### config.mk
export PLATFORM = sky130hd
export DESIGN_NAME = pipe_skid_stage_flat
export DESIGN_NICKNAME = d
export VERILOG_FILES = /design/src/rtl/pipe_skid_stage_if.sv /design/src/rtl/pipe_skid_stage.sv /design/src/flat_wrapper.sv
export SDC_FILE = /design/constraint.sdc
export NUM_CORES = 1
export LEC_CHECK = 0
export CORE_MARGIN = 2
export CORE_UTILIZATION = 50
export CTS_BUF_LIST = sky130_fd_sc_hd__clkbuf_8
export DETAILED_ROUTE_END_ITERATION = 6
export GPL_TIMING_DRIVEN = 0
export HOLD_SLACK_MARGIN = 0.03
export PLACE_DENSITY = 0.84
export SETUP_SLACK_MARGIN = 0.2
export SKIP_LAST_GASP = 1
export SYNTH_ARGS = -nofsm -noshare
export SYNTH_HDL_FRONTEND = slang
export SYNTH_SLANG_ARGS = --single-unit
### constraint.sdc
create_clock -name clk -period 4.9 [get_ports clk]
set_input_delay 0.98 -clock clk [delete_from_list [all_inputs] [get_ports clk]]
set_output_delay 0.98 -clock clk [all_outputs]
set_load 0.02 [all_outputs]
### src/rtl/pipe_skid_stage_if.sv
`default_nettype none
// ============================================================================
//  Module      : pipe_skid_stage_if
//  Description : One valid/ready channel carrying a control field and a
//                payload. The stage consumes one as its upstream port (slave)
//                and drives one as its downstream port (master).
//  Signals     : valid  - producer has an item
//                ready  - consumer can accept; transfer when valid & ready
//                ctrl   - CTRL_W control bits
//                data   - DATA_W payload
//  Revision    : 1.0  initial release
// ============================================================================
interface pipe_skid_stage_if #(
    parameter int CTRL_W = 16,
    parameter int DATA_W = 192
);
    logic              valid;
    logic              ready;
    logic [CTRL_W-1:0] ctrl;
    logic [DATA_W-1:0] data;

    // Producer side of the channel
    modport master (
        output valid,
        output ctrl,
        output data,
        input  ready
    );

    // Consumer side of the channel
    modport slave (
        input  valid,
        input  ctrl,
        input  data,
        output ready
    );
endinterface
`default_nettype wire

### src/rtl/pipe_skid_stage.sv
`default_nettype none
// ============================================================================
//  Module      : pipe_skid_stage
//  Description : Elastic pipeline register with a 2-entry skid buffer.
//                Full throughput, in_ready decoded from registered state only,
//                control bits forced to zero whenever no entry is held.
//  Ports       : clk        - rising-edge clock
//                reset      - synchronous active-high reset
//                flush      - drop all held entries and this cycle's input
//                up         - upstream channel (in_valid/in_ready/in_ctrl/in_data)
//                dn         - downstream channel (out_valid/out_ready/out_ctrl/out_data)
//                occupancy  - number of entries held (0..2)
//  Revision    : 1.0  initial release
// ============================================================================
module pipe_skid_stage #(
    parameter int CTRL_W    = 16,
    parameter int DATA_W    = 192,
    parameter bit ZERO_DATA = 1'b1
) (
    input  wire logic           clk,
    input  wire logic           reset,
    input  wire logic           flush,
    pipe_skid_stage_if.slave    up,
    pipe_skid_stage_if.master   dn,
    output logic [1:0]          occupancy
);

    // State encodes occupancy directly so the occupancy port is a plain copy.
    typedef enum logic [1:0] {
        ST_EMPTY = 2'd0,
        ST_ONE   = 2'd1,
        ST_FULL  = 2'd2
    } state_t;

    state_t             r_state;
    state_t             w_state_nxt;

    logic [CTRL_W-1:0]  r_main_ctrl;
    logic [DATA_W-1:0]  r_main_data;
    logic [CTRL_W-1:0]  r_skid_ctrl;
    logic [DATA_W-1:0]  r_skid_data;

    logic               w_in_ready;
    logic               w_out_valid;
    logic               w_in_fire;
    logic               w_out_fire;
    logic               w_load_main_in;
    logic               w_load_skid_in;
    logic               w_load_main_skid;

    // Handshake outputs come from the state register only, so there is no
    // combinational path from out_ready or in_valid to in_ready.
    assign w_in_ready  = (r_state != ST_FULL);
    assign w_out_valid = (r_state != ST_EMPTY);
    assign w_in_fire   = up.valid & w_in_ready;
    assign w_out_fire  = w_out_valid & dn.ready;

    assign up.ready    = w_in_ready;
    assign dn.valid    = w_out_valid;
    // Gating keeps stale or undefined control bits from leaking as a bubble.
    assign dn.ctrl     = w_out_valid ? r_main_ctrl : '0;
    assign dn.data     = r_main_data;
    assign occupancy   = r_state;

    // ------------------------------------------------------------------
    // Next-state and entry load selection
    // ------------------------------------------------------------------
    always_comb begin
        w_state_nxt      = r_state;
        w_load_main_in   = 1'b0;
        w_load_skid_in   = 1'b0;
        w_load_main_skid = 1'b0;
        case (r_state)
            ST_EMPTY: begin
                if (w_in_fire) begin
                    w_load_main_in = 1'b1;
                    w_state_nxt    = ST_ONE;
                end
            end
            ST_ONE: begin
                if (w_in_fire && w_out_fire) begin
                    // Pass-through: new item replaces the one leaving.
                    w_load_main_in = 1'b1;
                end else if (w_in_fire) begin
                    w_load_skid_in = 1'b1;
                    w_state_nxt    = ST_FULL;
                end else if (w_out_fire) begin
                    w_state_nxt    = ST_EMPTY;
                end
            end
            ST_FULL: begin
                // in_ready is low here, so only a pop can happen.
                if (w_out_fire) begin
                    w_load_main_skid = 1'b1;
                    w_state_nxt      = ST_ONE;
                end
            end
            default: begin
                w_state_nxt = ST_EMPTY;
            end
        endcase
    end

    // ------------------------------------------------------------------
    // State register: reset beats flush beats handshake
    // ------------------------------------------------------------------
    always_ff @(posedge clk) begin
        if (reset) begin
            r_state <= ST_EMPTY;
        end else if (flush) begin
            r_state <= ST_EMPTY;
        end else begin
            r_state <= w_state_nxt;
        end
    end

    // ------------------------------------------------------------------
    // Entry storage. Payload is always cleared on reset; on flush it is
    // cleared only when ZERO_DATA is set, otherwise it keeps its value.
    // ------------------------------------------------------------------
    always_ff @(posedge clk) begin
        if (reset) begin
            r_main_ctrl <= '0;
            r_main_data <= '0;
            r_skid_ctrl <= '0;
            r_skid_data <= '0;
        end else if (flush) begin
            r_main_ctrl <= '0;
            r_skid_ctrl <= '0;
            if (ZERO_DATA) begin
                r_main_data <= '0;
                r_skid_data <= '0;
            end
        end else begin
            if (w_load_main_in) begin
                r_main_ctrl <= up.ctrl;
                r_main_data <= up.data;
            end else if (w_load_main_skid) begin
                r_main_ctrl <= r_skid_ctrl;
                r_main_data <= r_skid_data;
            end
            if (w_load_skid_in) begin
                r_skid_ctrl <= up.ctrl;
                r_skid_data <= up.data;
            end
        end
    end

endmodule
`default_nettype wire

### src/flat_wrapper.sv
// flat-port wrapper written by rule: the top's interface ports become plain ports
module pipe_skid_stage_flat 
#(
    parameter int CTRL_W    = 16,
    parameter int DATA_W    = 192,
    parameter bit ZERO_DATA = 1'b1
)
  (clk, reset, flush, occupancy, up_valid, up_ctrl, up_data, up_ready, dn_valid, dn_ctrl, dn_data, dn_ready);
  pipe_skid_stage_if #(.CTRL_W(CTRL_W), .DATA_W(DATA_W)) up_i ();
  pipe_skid_stage_if #(.CTRL_W(CTRL_W), .DATA_W(DATA_W)) dn_i ();
  input  wire logic clk;
  input  wire logic reset;
  input  wire logic flush;
  output logic [1:0] occupancy;
  input wire logic [$bits(up_i.valid)-1:0] up_valid;
  input wire logic [$bits(up_i.ctrl)-1:0] up_ctrl;
  input wire logic [$bits(up_i.data)-1:0] up_data;
  output wire logic [$bits(up_i.ready)-1:0] up_ready;
  output wire logic [$bits(dn_i.valid)-1:0] dn_valid;
  output wire logic [$bits(dn_i.ctrl)-1:0] dn_ctrl;
  output wire logic [$bits(dn_i.data)-1:0] dn_data;
  input wire logic [$bits(dn_i.ready)-1:0] dn_ready;
  assign up_i.valid = up_valid;
  assign up_i.ctrl = up_ctrl;
  assign up_i.data = up_data;
  assign up_ready = up_i.ready;
  assign dn_valid = dn_i.valid;
  assign dn_ctrl = dn_i.ctrl;
  assign dn_data = dn_i.data;
  assign dn_i.ready = dn_ready;
  pipe_skid_stage #(.CTRL_W(CTRL_W), .DATA_W(DATA_W), .ZERO_DATA(ZERO_DATA)) u_core (.clk(clk), .reset(reset), .flush(flush), .up(up_i), .dn(dn_i), .occupancy(occupancy));
endmodule
Word level (Yosys, flattened, before mapping)

Index checks and enable logic that the tools add are counted.

Mux-type cells: 18
Reduce and logical (&&, ||, !) cells: 6
Bitwise operators: 2
Equality and inequality tests: 7

Operator list:

| kind                                                                  | count |
|---|---|
| 192-bit 2-to-1 mux                                                    | 2 |
| 16-bit 2-to-1 mux                                                     | 3 |
| 2-bit 2-to-1 mux                                                      | 5 |
| 1-bit 2-to-1 mux                                                      | 6 |
| 2-bit case mux with 3 select lines                                    | 1 |
| 2-bit by 1-bit != test with 1-bit output, second input constant       | 2 |
| 2-bit != test, second input constant                                  | 2 |
| 4-bit AND reduction                                                   | 1 |
| 2-bit nonzero test                                                    | 2 |
| 3-bit by 1-bit != test with 1-bit output, second input constant       | 1 |
| 1-bit AND                                                             | 2 |
| 2-bit by 1-bit equality test with 1-bit output, second input constant | 1 |
| 2-bit equality test, second input constant                            | 1 |
| 2-bit logical NOT                                                     | 1 |
| 1-bit case mux with 2 select lines                                    | 1 |
| 2-bit OR reduction                                                    | 1 |
| 1-bit logical AND                                                     | 1 |

Output and inout port bits: 212
Flip-flop bits (word level): 418
Logic and storage cells: 38
Bits of input ports: 213

Logic depth before layout (Yosys ltp)

Gate-level depths: netlist (run 1).

Depth after elaboration: 6
Mapped depth: 7
Mapped depth without buffers: 3

Least setup slack after synthesis (run 1)

No wires, ideal clock.

Path kind: register to output
Start point: reg u_core.r_state[0] (netlist: u_core.occupancy[0])
End point: out dn_valid
Setup slack: 2.598 ns
Data required time: 3.920 ns
Stages on the path, launching flop included: 5
Buffers on the path: 2
Arrival: 1.322 ns
Cells stage by stage: dfxtp_1 buf_2 nor2_1 clkbuf_1 inv_1

Word-level cells in the longest chain between the ends: 1

RTL lines:

| item                     | line                   | RTL |
|---|---|---|
| start: declaration       | pipe_skid_stage.sv:35  | `state_t r_state;` |
| start signal: assignment | pipe_skid_stage.sv:113 | `r_state <= w_state_nxt;` |
| 2-bit nonzero test       | pipe_skid_stage.sv:54  | `assign w_out_valid = (r_state != ST_EMPTY);` |
| end: declaration         | flat_wrapper.sv:19     | `output wire logic [$bits(dn_i.valid)-1:0] dn_valid;` |

No other way between the ends.

Worst setup path in the final report (run 1)

Start point: reg u_core.r_state[0] (netlist: u_core.occupancy[0])
End point: out dn_ctrl[11]

Word-level cells in the longest chain between the ends: 2

RTL lines:

| item               | line                  | RTL |
|---|---|---|
| 2-bit nonzero test | pipe_skid_stage.sv:54 |  |
| 16-bit 2-to-1 mux  | pipe_skid_stage.sv:61 | `assign dn.ctrl = w_out_valid ? r_main_ctrl : '0;` |
| end: declaration   | flat_wrapper.sv:20    | `output wire logic [$bits(dn_i.ctrl)-1:0] dn_ctrl;` |

No other way between the ends.

==> results of run 1 <==
## report_power, final
group          internal, W  switching, W  total, W
Clock              0.00158       0.00140   0.00298
Sequential         0.00348     0.0000475   0.00353
Combinational     0.000476      0.000627   0.00110
## area by class of cell
cell class / instances / area (um^2) / share of cell area, %
diodes: 11 / 27.5 / 0.114
well taps: 461 / 577 / 2.38
multi-input cells: 1286 / 7800 / 32.2
flip-flops and latches: 418 / 8370 / 34.6
inverters: 208 / 781 / 3.23
clock buffers: 80 / 1100 / 4.55
repair buffers: 423 / 4230 / 17.5
clock inverters: 34 / 195 / 0.807
plain buffers: 235 / 1120 / 4.61
## state kept, by name (all words and copies together), names as in the netlist
name and flops:
u_core.dn.data 192, u_core.occupancy 2, u_core.r_main_ctrl 16, u_core.r_skid_ctrl 16, u_core.r_skid_data 192
## Yosys cell counts, types with 2 or more instances
master    instances  area share [%]
dfxtp_1         418              46
buf_4            24             1.0
a21oi_1         210             5.8
nand3_1         208             5.8
clkbuf_1         88             1.8
buf_2           115             3.2
inv_1           208             4.3
nand2b_1          2           0.069
a221oi_2        130              11
a211oi_1          2           0.083
buf_1             8            0.17
nand2_1         419             8.7
a221oi_1         77             3.7
nor2_1           17            0.35
o22ai_1         207             7.2
o21ai_0           2           0.055
## metal layers
layer	vias up	wire, um	GRT usage, %
li1	8596	-	-
met1	8890	23700	38.1
met2	1010	29700	52.9
met3	202	6380	7.88
met4	2	3170	16.9
met5	-	13	0
## how the worst max path moves through the flow
stage | slack (ns) | from | end | cells past startpoint
6_report | 0.89 | u_core.occupancy[0]$_SDFFE_PP0P_ | dn_ctrl[11] | 5
5_1_grt | 0.79 | u_core.occupancy[0]$_SDFFE_PP0P_ | dn_ctrl[11] | 5
3_5_place_dp | 1.50 | u_core.occupancy[0]$_SDFFE_PP0P_ | dn_ctrl[11] | 5
4_1_cts | 0.83 | u_core.occupancy[0]$_SDFFE_PP0P_ | dn_ctrl[11] | 5
3_3_place_gp | 1.50 | u_core.occupancy[0]$_SDFFE_PP0P_ | dn_ctrl[11] | 5
2_1_floorplan | 2.60 | u_core.occupancy[0]$_SDFFE_PP0P_ | dn_valid | 4
## worst min-delay path, stage by stage (launching register included)
cell and delay [ns]:
dfxtp_1 0.30, nand2_1 0.05, a21oi_1 0.05
## logic make-up (layout without fill, tap and decap cells)
family,after synthesis,count (layout),synth area share (%)
AOI/OAI and AO/OA,631,631,27.9
DFF,418,418,46.3
other,0,11,0
buffers and inverters,443,980,10.5
and+or+nand+nor,655,655,15.3
## per-stage QoR
stage                     power (W)  hold slack, ns
after floorplan             0.00418           0.433
after global placement      0.00467           0.441
after detailed placement    0.00469           0.446
after CTS                   0.00762           0.453
after global routing        0.00787           0.465
final                       0.00762           0.454
## placed cells by master, fill, tap and decap left out
cell type | Yosys | final
a211oi_1 | 2 | 2
a21oi_1 | 210 | 210
a21oi_4 | 1 | 1
a221oi_1 | 77 | 77
a221oi_2 | 130 | 130
a311oi_1 | 1 | 1
and2b_1 | 1 | 1
and3b_1 | 1 | 1
buf_1 | 8 | 8
buf_2 | 115 | 115
buf_4 | 24 | 24
bufinv_16 | 0 | 2
clkbuf_1 | 88 | 88
clkbuf_8 | 0 | 80
clkdlybuf4s50_1 | 0 | 423
clkinv_2 | 0 | 9
clkinvlp_4 | 0 | 1
dfxtp_1 | 418 | 418
diode_2 | 0 | 11
inv_1 | 208 | 230
nand2_1 | 419 | 419
nand2b_1 | 2 | 2
nand2b_2 | 1 | 1
nand3_1 | 208 | 208
nand3b_1 | 1 | 1
nand4bb_1 | 1 | 1
nor2_1 | 17 | 17
nor2b_1 | 1 | 1
nor4bb_1 | 1 | 1
o21ai_0 | 2 | 2
o21ba_2 | 1 | 1
o22ai_1 | 207 | 207
or2_2 | 1 | 1
or3b_2 | 1 | 1
==> impl_results.md, run 1 <==
* Critical path capture point type: output port
* Bufs and invs on worst path at 3
* Reg2reg setup slack at 2.70 ns
* Minimum clock period after layout at approximately 4.0 ns
* Inserted Clock Buffers at 69
* Hold depth at 2
* Hold-fix buffers, CTS at 0
* Worst slew pin tran at between 0.8 and 0.9 ns
* Starting Density at 50.8%
* Hold Path Sink: u_core.r_skid_data[172]$_SDFFE_PP0P_
* CP required at 3.92 ns
* Syn-to-layout area delta at 34.0%
* DRC Markers at 0
* Reg-to-Reg Start: u_core.occupancy[0]$_SDFFE_PP0P_
* Arrival @ worst endpoint at about 3.0 ns
* Vias per cell at between 5 and 6
* Worst skew pair latency at 0.62 ns
* CP max-delay cell: clkdlybuf4s50_1
* Worst IR Drop VDD at about 0.24 mV
* Finished Layout Cells at about 3.2k
* Avg Inst Size Synth at approximately 8.4 um^2
* P per Cell Area at 315 mW/mm^2
* Post-route design area at 0.0242 mm^2
* Placed cell area at about 0.023 mm^2
* I/O pins at 425
* CP cell instances: buf_2 -> nor2_1 -> clkbuf_1 -> nor2_1 -> clkdlybuf4s50_1
* Initial antenna violation count at 10
* FILL cells at 2846
* Async set-reset flop share out of synthesis at 0%
* Critical path's most frequent cell: nor2_1
* R2r worst-path depth at 6
* Clock Skews at 0.0199 ns
* Clk root buf: clkbuf_8
* Crit Path Max Fanout at 10
* Vias in the first global route at 18.0k
* Via count at 18.7k
* Worst slack, placed at between 1 and 1.5 ns
* Final-report setup violation count at 0
* Port Buf Inserts at approximately 420
* Synth warn at 0
* Cell total after placement at 3031
* Core area at approximately 0.036 mm^2
* Main flop type after synthesis: dfxtp_1
* Number of distinct library cells after synthesis at 28
* Die area at approximately 0.038 mm^2
* Reg2reg end: u_core.dn.data[103]$_SDFFE_PP0P_
* Final Util at about two thirds
* LEAKAGE at roughly 8 nW
* Wire length of the first global-routing pass at just under 100000 um
* FF+latch count, synth at about 420
* Worst hold start: u_core.r_skid_data[172]$_SDFFE_PP0P_
* CTS tree: done
* CTS H-tree depth at 3
* Fin. Hold Viols at 0
* First-pass DRT Iterations at 5
* Critical path class: reg -> out
* Chip width at ~190 um
* Wire length per cell at 20.0 um
* Final WL at approximately 63000 um
* Number of enable flip-flop cells after synthesis at 0
* Placer Congestion at 0.931
* Site row count at a little under 70
* Final Max Slew Viols at 0
* Worst setup margin at roughly 0.9 ns
* Crit path max-delay family: buffers and inverters
* GRT Total Usage at a little under a third
* Syn Std Cell Area at ~0.018 mm^2
* HP Class: reg -> reg
* Reg clk slew, reported paths at 0.06 ns
* Clk sinks at approximately 420
* Cells after synthesis at ~2.1k
* Die height at between 150 and 200 um
* Initial drt markers at around 1.5k
* DP HPWL at between 40000 and 50000 um
* Status: finished, final reports clean
* Slowest cell delay on critical path at between 0.6 and 0.7 ns
* Largest net degree at the start of global routing at 11
* CTS resizes at 0
* Antenna viol nets, final at 0
* Max Clk Rate at approximately 0.25 GHz
* RSZ-0062 raised after global routing: false
* NumNets Final at roughly 2.9k
* Startpoint types: flip-flop
* Post-Syn Nets at about 2.4k
* Fin crit share at between 80 and 90%
* Max Cap Viol at 0
* Slew headroom at between 40 and 50%
* Setup Fix Bufs, Post-CTS at 0
* Setup TNS at 0 ns
* Seq/Total Area, Yosys at between 40% and 50%
* Fraction of layout cells with a size suffix above 1 at between 10% and 20%
* GR Overflow Total at 0
* Buffer levels on the longest clock path at 3
Note: power is estimated with default switching activity, not from simulation.
==> run 2, diff against run 1 <==
clock period = 4 ns   (was 4.9 ns; I/O delays follow)
==> impl_results.md, run 2 (same netlist as run 1, synthesis figures left out) <==
* Combinational share of power at between 10% and 20%
* Max Clk Rate at 0.280 GHz
* CP required at 3.20 ns
* First-pass DRT Iterations at 5
* Reg2reg end: u_core.dn.data[102]$_SDFFE_PP0P_
* Clk root buf: clkbuf_8
* CTS tree: done
* Setup TNS at 0 ns
* Final-report setup violation count at 0
* Die area at ~0.038 mm^2
* Sw Pwr at 0.00255 W
* Gr busiest metal: met2
* Placer Congestion at 0.931
* P per Cell Area at 386 mW/mm^2
* Chip width at around 190 um
* Syn-to-layout area delta at 34.0%
* Met2 usage at 52.9%
* Via count at between 15k and 20k
* Slew headroom at ~43%
* HP Class: reg -> reg
* Reg2reg setup slack at 1.80 ns
* Power Internal at between 0.006 and 0.007 W
* Clock share of power at slightly below 40%
* Worst slack, placed at 0.778 ns
* Initial antenna violation count at 10
* Worst slew pin tran at ~0.86 ns
* Hold-fix buffers, CTS at 0
* Initial drt markers at about 1.5k
* LEAKAGE at ~8 nW
* Final Max Slew Viols at 0
* Hold depth at 2
* Seq pwr share at a little under half
* Inserted Clock Buffers at just under 70
* Area occupied by multi-input gates at about 0.0078 mm^2
* Core area at 0.0356 mm^2
* Wire length of the first global-routing pass at around 97000 um
* Die height at approximately 190 um
* I/O pins at ~430
* Crit Path Max Fanout at 10
* Fin crit share at 89.4%
* Clock Skews at 0.0218 ns
* GR Overflow Total at 0
* Reg clk slew, reported paths at 0.06 ns
* Critical path capture point type: output port
* Fin. Hold Viols at 0
* R2r worst-path depth at 6
* Buffer levels on the longest clock path at 3
* Worst hold start: u_core.r_skid_data[172]$_SDFFE_PP0P_
* Worst skew pair latency at approximately 0.63 ns
* Met3 Track Usage GR at roughly 8%
* Startpoint types: flip-flop
* Arrival @ worst endpoint at between 2 and 3 ns
* Fraction of layout cells with a size suffix above 1 at between 10% and 20%
* Clk sinks at 418
* DRC Markers at 0
* Antenna viol nets, final at 0
* Largest net degree at the start of global routing at 11
* CTS H-tree depth at 3
* Max Cap Viol at 0
* FILL cells at ~2.8k
* Port Buf Inserts at between 400 and 500
* Minimum clock period after layout at about 3.6 ns
* Reg-to-Reg Start: u_core.occupancy[0]$_SDFFE_PP0P_
* NumNets Final at roughly 2.9k
* Final WL at approximately 63000 um
* GRT Total Usage at about a third
* Starting Density at approximately 51%
* Worst IR Drop VDD at ~0.30 mV
* Switching Fraction at 27.3%
* Wire length per cell at about 20 um
* RSZ-0062 raised after global routing: false
* Hold Path Sink: u_core.r_skid_data[172]$_SDFFE_PP0P_
* FF+latch area at about 0.0084 mm^2
* Site row count at 69
* Power, Total at 0.00933 W
* Most frequent cells in the layout: 423 x clkdlybuf4s50_1, 419 x nand2_1, 418 x dfxtp_1
* Vias in the first global route at between 15k and 20k
* Vias per cell at 5.92
* Commonest non-fill, non-tap cell in the layout: clkdlybuf4s50_1
* Met1 global-route usage at approximately two fifths
* Worst setup margin at between 0.4 and 0.5 ns
* Critical path class: reg -> out
* Fin Hold WS at roughly 0.45 ns
* Status: finished, final reports clean
* DP HPWL at ~45000 um
[run 2: cell counts in the layout (fill, tap and decap cells not counted)]
Identical to the previous run, type by type.
[run 2: worst max-delay path, cell delays in order (launching register included)]
cell             delay [ns]
dfxtp_1                0.33
buf_2                  0.17
nor2_1                 0.52
clkbuf_2               0.41
nor2_1                 0.15
clkdlybuf4s50_1        0.58
[run 2: per-stage QoR]
step	cells	cell area, um^2	utilization (%)
3_3_place_gp	3031	22900	64.3
4_1_cts	3145	24200	68.0
3_5_place_dp	3031	22900	64.3
2_1_floorplan	2147	18100	-
5_1_grt	3154	24200	68.0
6_report	3156	24200	68.0
[run 2: worst max-delay path by stage]
stage,start,endpoint,slack (ns),depth (start not counted)
2_1_floorplan,u_core.occupancy[0]$_SDFFE_PP0P_,dn_valid,1.88,4
3_3_place_gp,u_core.occupancy[0]$_SDFFE_PP0P_,dn_ctrl[11],0.78,5
3_5_place_dp,u_core.occupancy[0]$_SDFFE_PP0P_,dn_ctrl[11],0.78,5
4_1_cts,u_core.occupancy[0]$_SDFFE_PP0P_,dn_ctrl[11],0.36,5
5_1_grt,u_core.occupancy[0]$_SDFFE_PP0P_,dn_ctrl[11],0.32,5
6_report,u_core.occupancy[0]$_SDFFE_PP0P_,dn_ctrl[11],0.42,5
[run 2: power groups by stage]
| stage | clock network (W) | logic, W | registers [W] |
|---|---|---|---|
| floorplan | 0 | 0.000610 | 0.00451 |
| global placement | 0 | 0.00131 | 0.00441 |
| detailed placement | 0 | 0.00133 | 0.00442 |
| CTS | 0.00367 | 0.00134 | 0.00433 |
| global route | 0.00388 | 0.00143 | 0.00433 |
| finish | 0.00366 | 0.00135 | 0.00433 |
[run 2: routing by layer]
metal  part of all wire [%]  wire length (um)
met1                     38             23800
met2                     47             29700
met3                     10              6340
met4                    5.0              3160
met5                  0.021                13
[run 2: final cells by class]
class | instances | share of cell area [%]
multi-input cells | 1286 | 32.2
well taps | 461 | 2.38
diodes | 11 | 0.114
flip-flops and latches | 418 | 34.6
clock buffers | 80 | 4.55
clock inverters | 34 | 0.807
repair buffers | 423 | 17.5
plain buffers | 235 | 4.62
inverters | 208 | 3.23
[run 2: timing repair]
action                     in CTS  in global routing
setup endpoints to repair       3                  0
setup buffers                   0                  0
gates resized for setup         1                  0
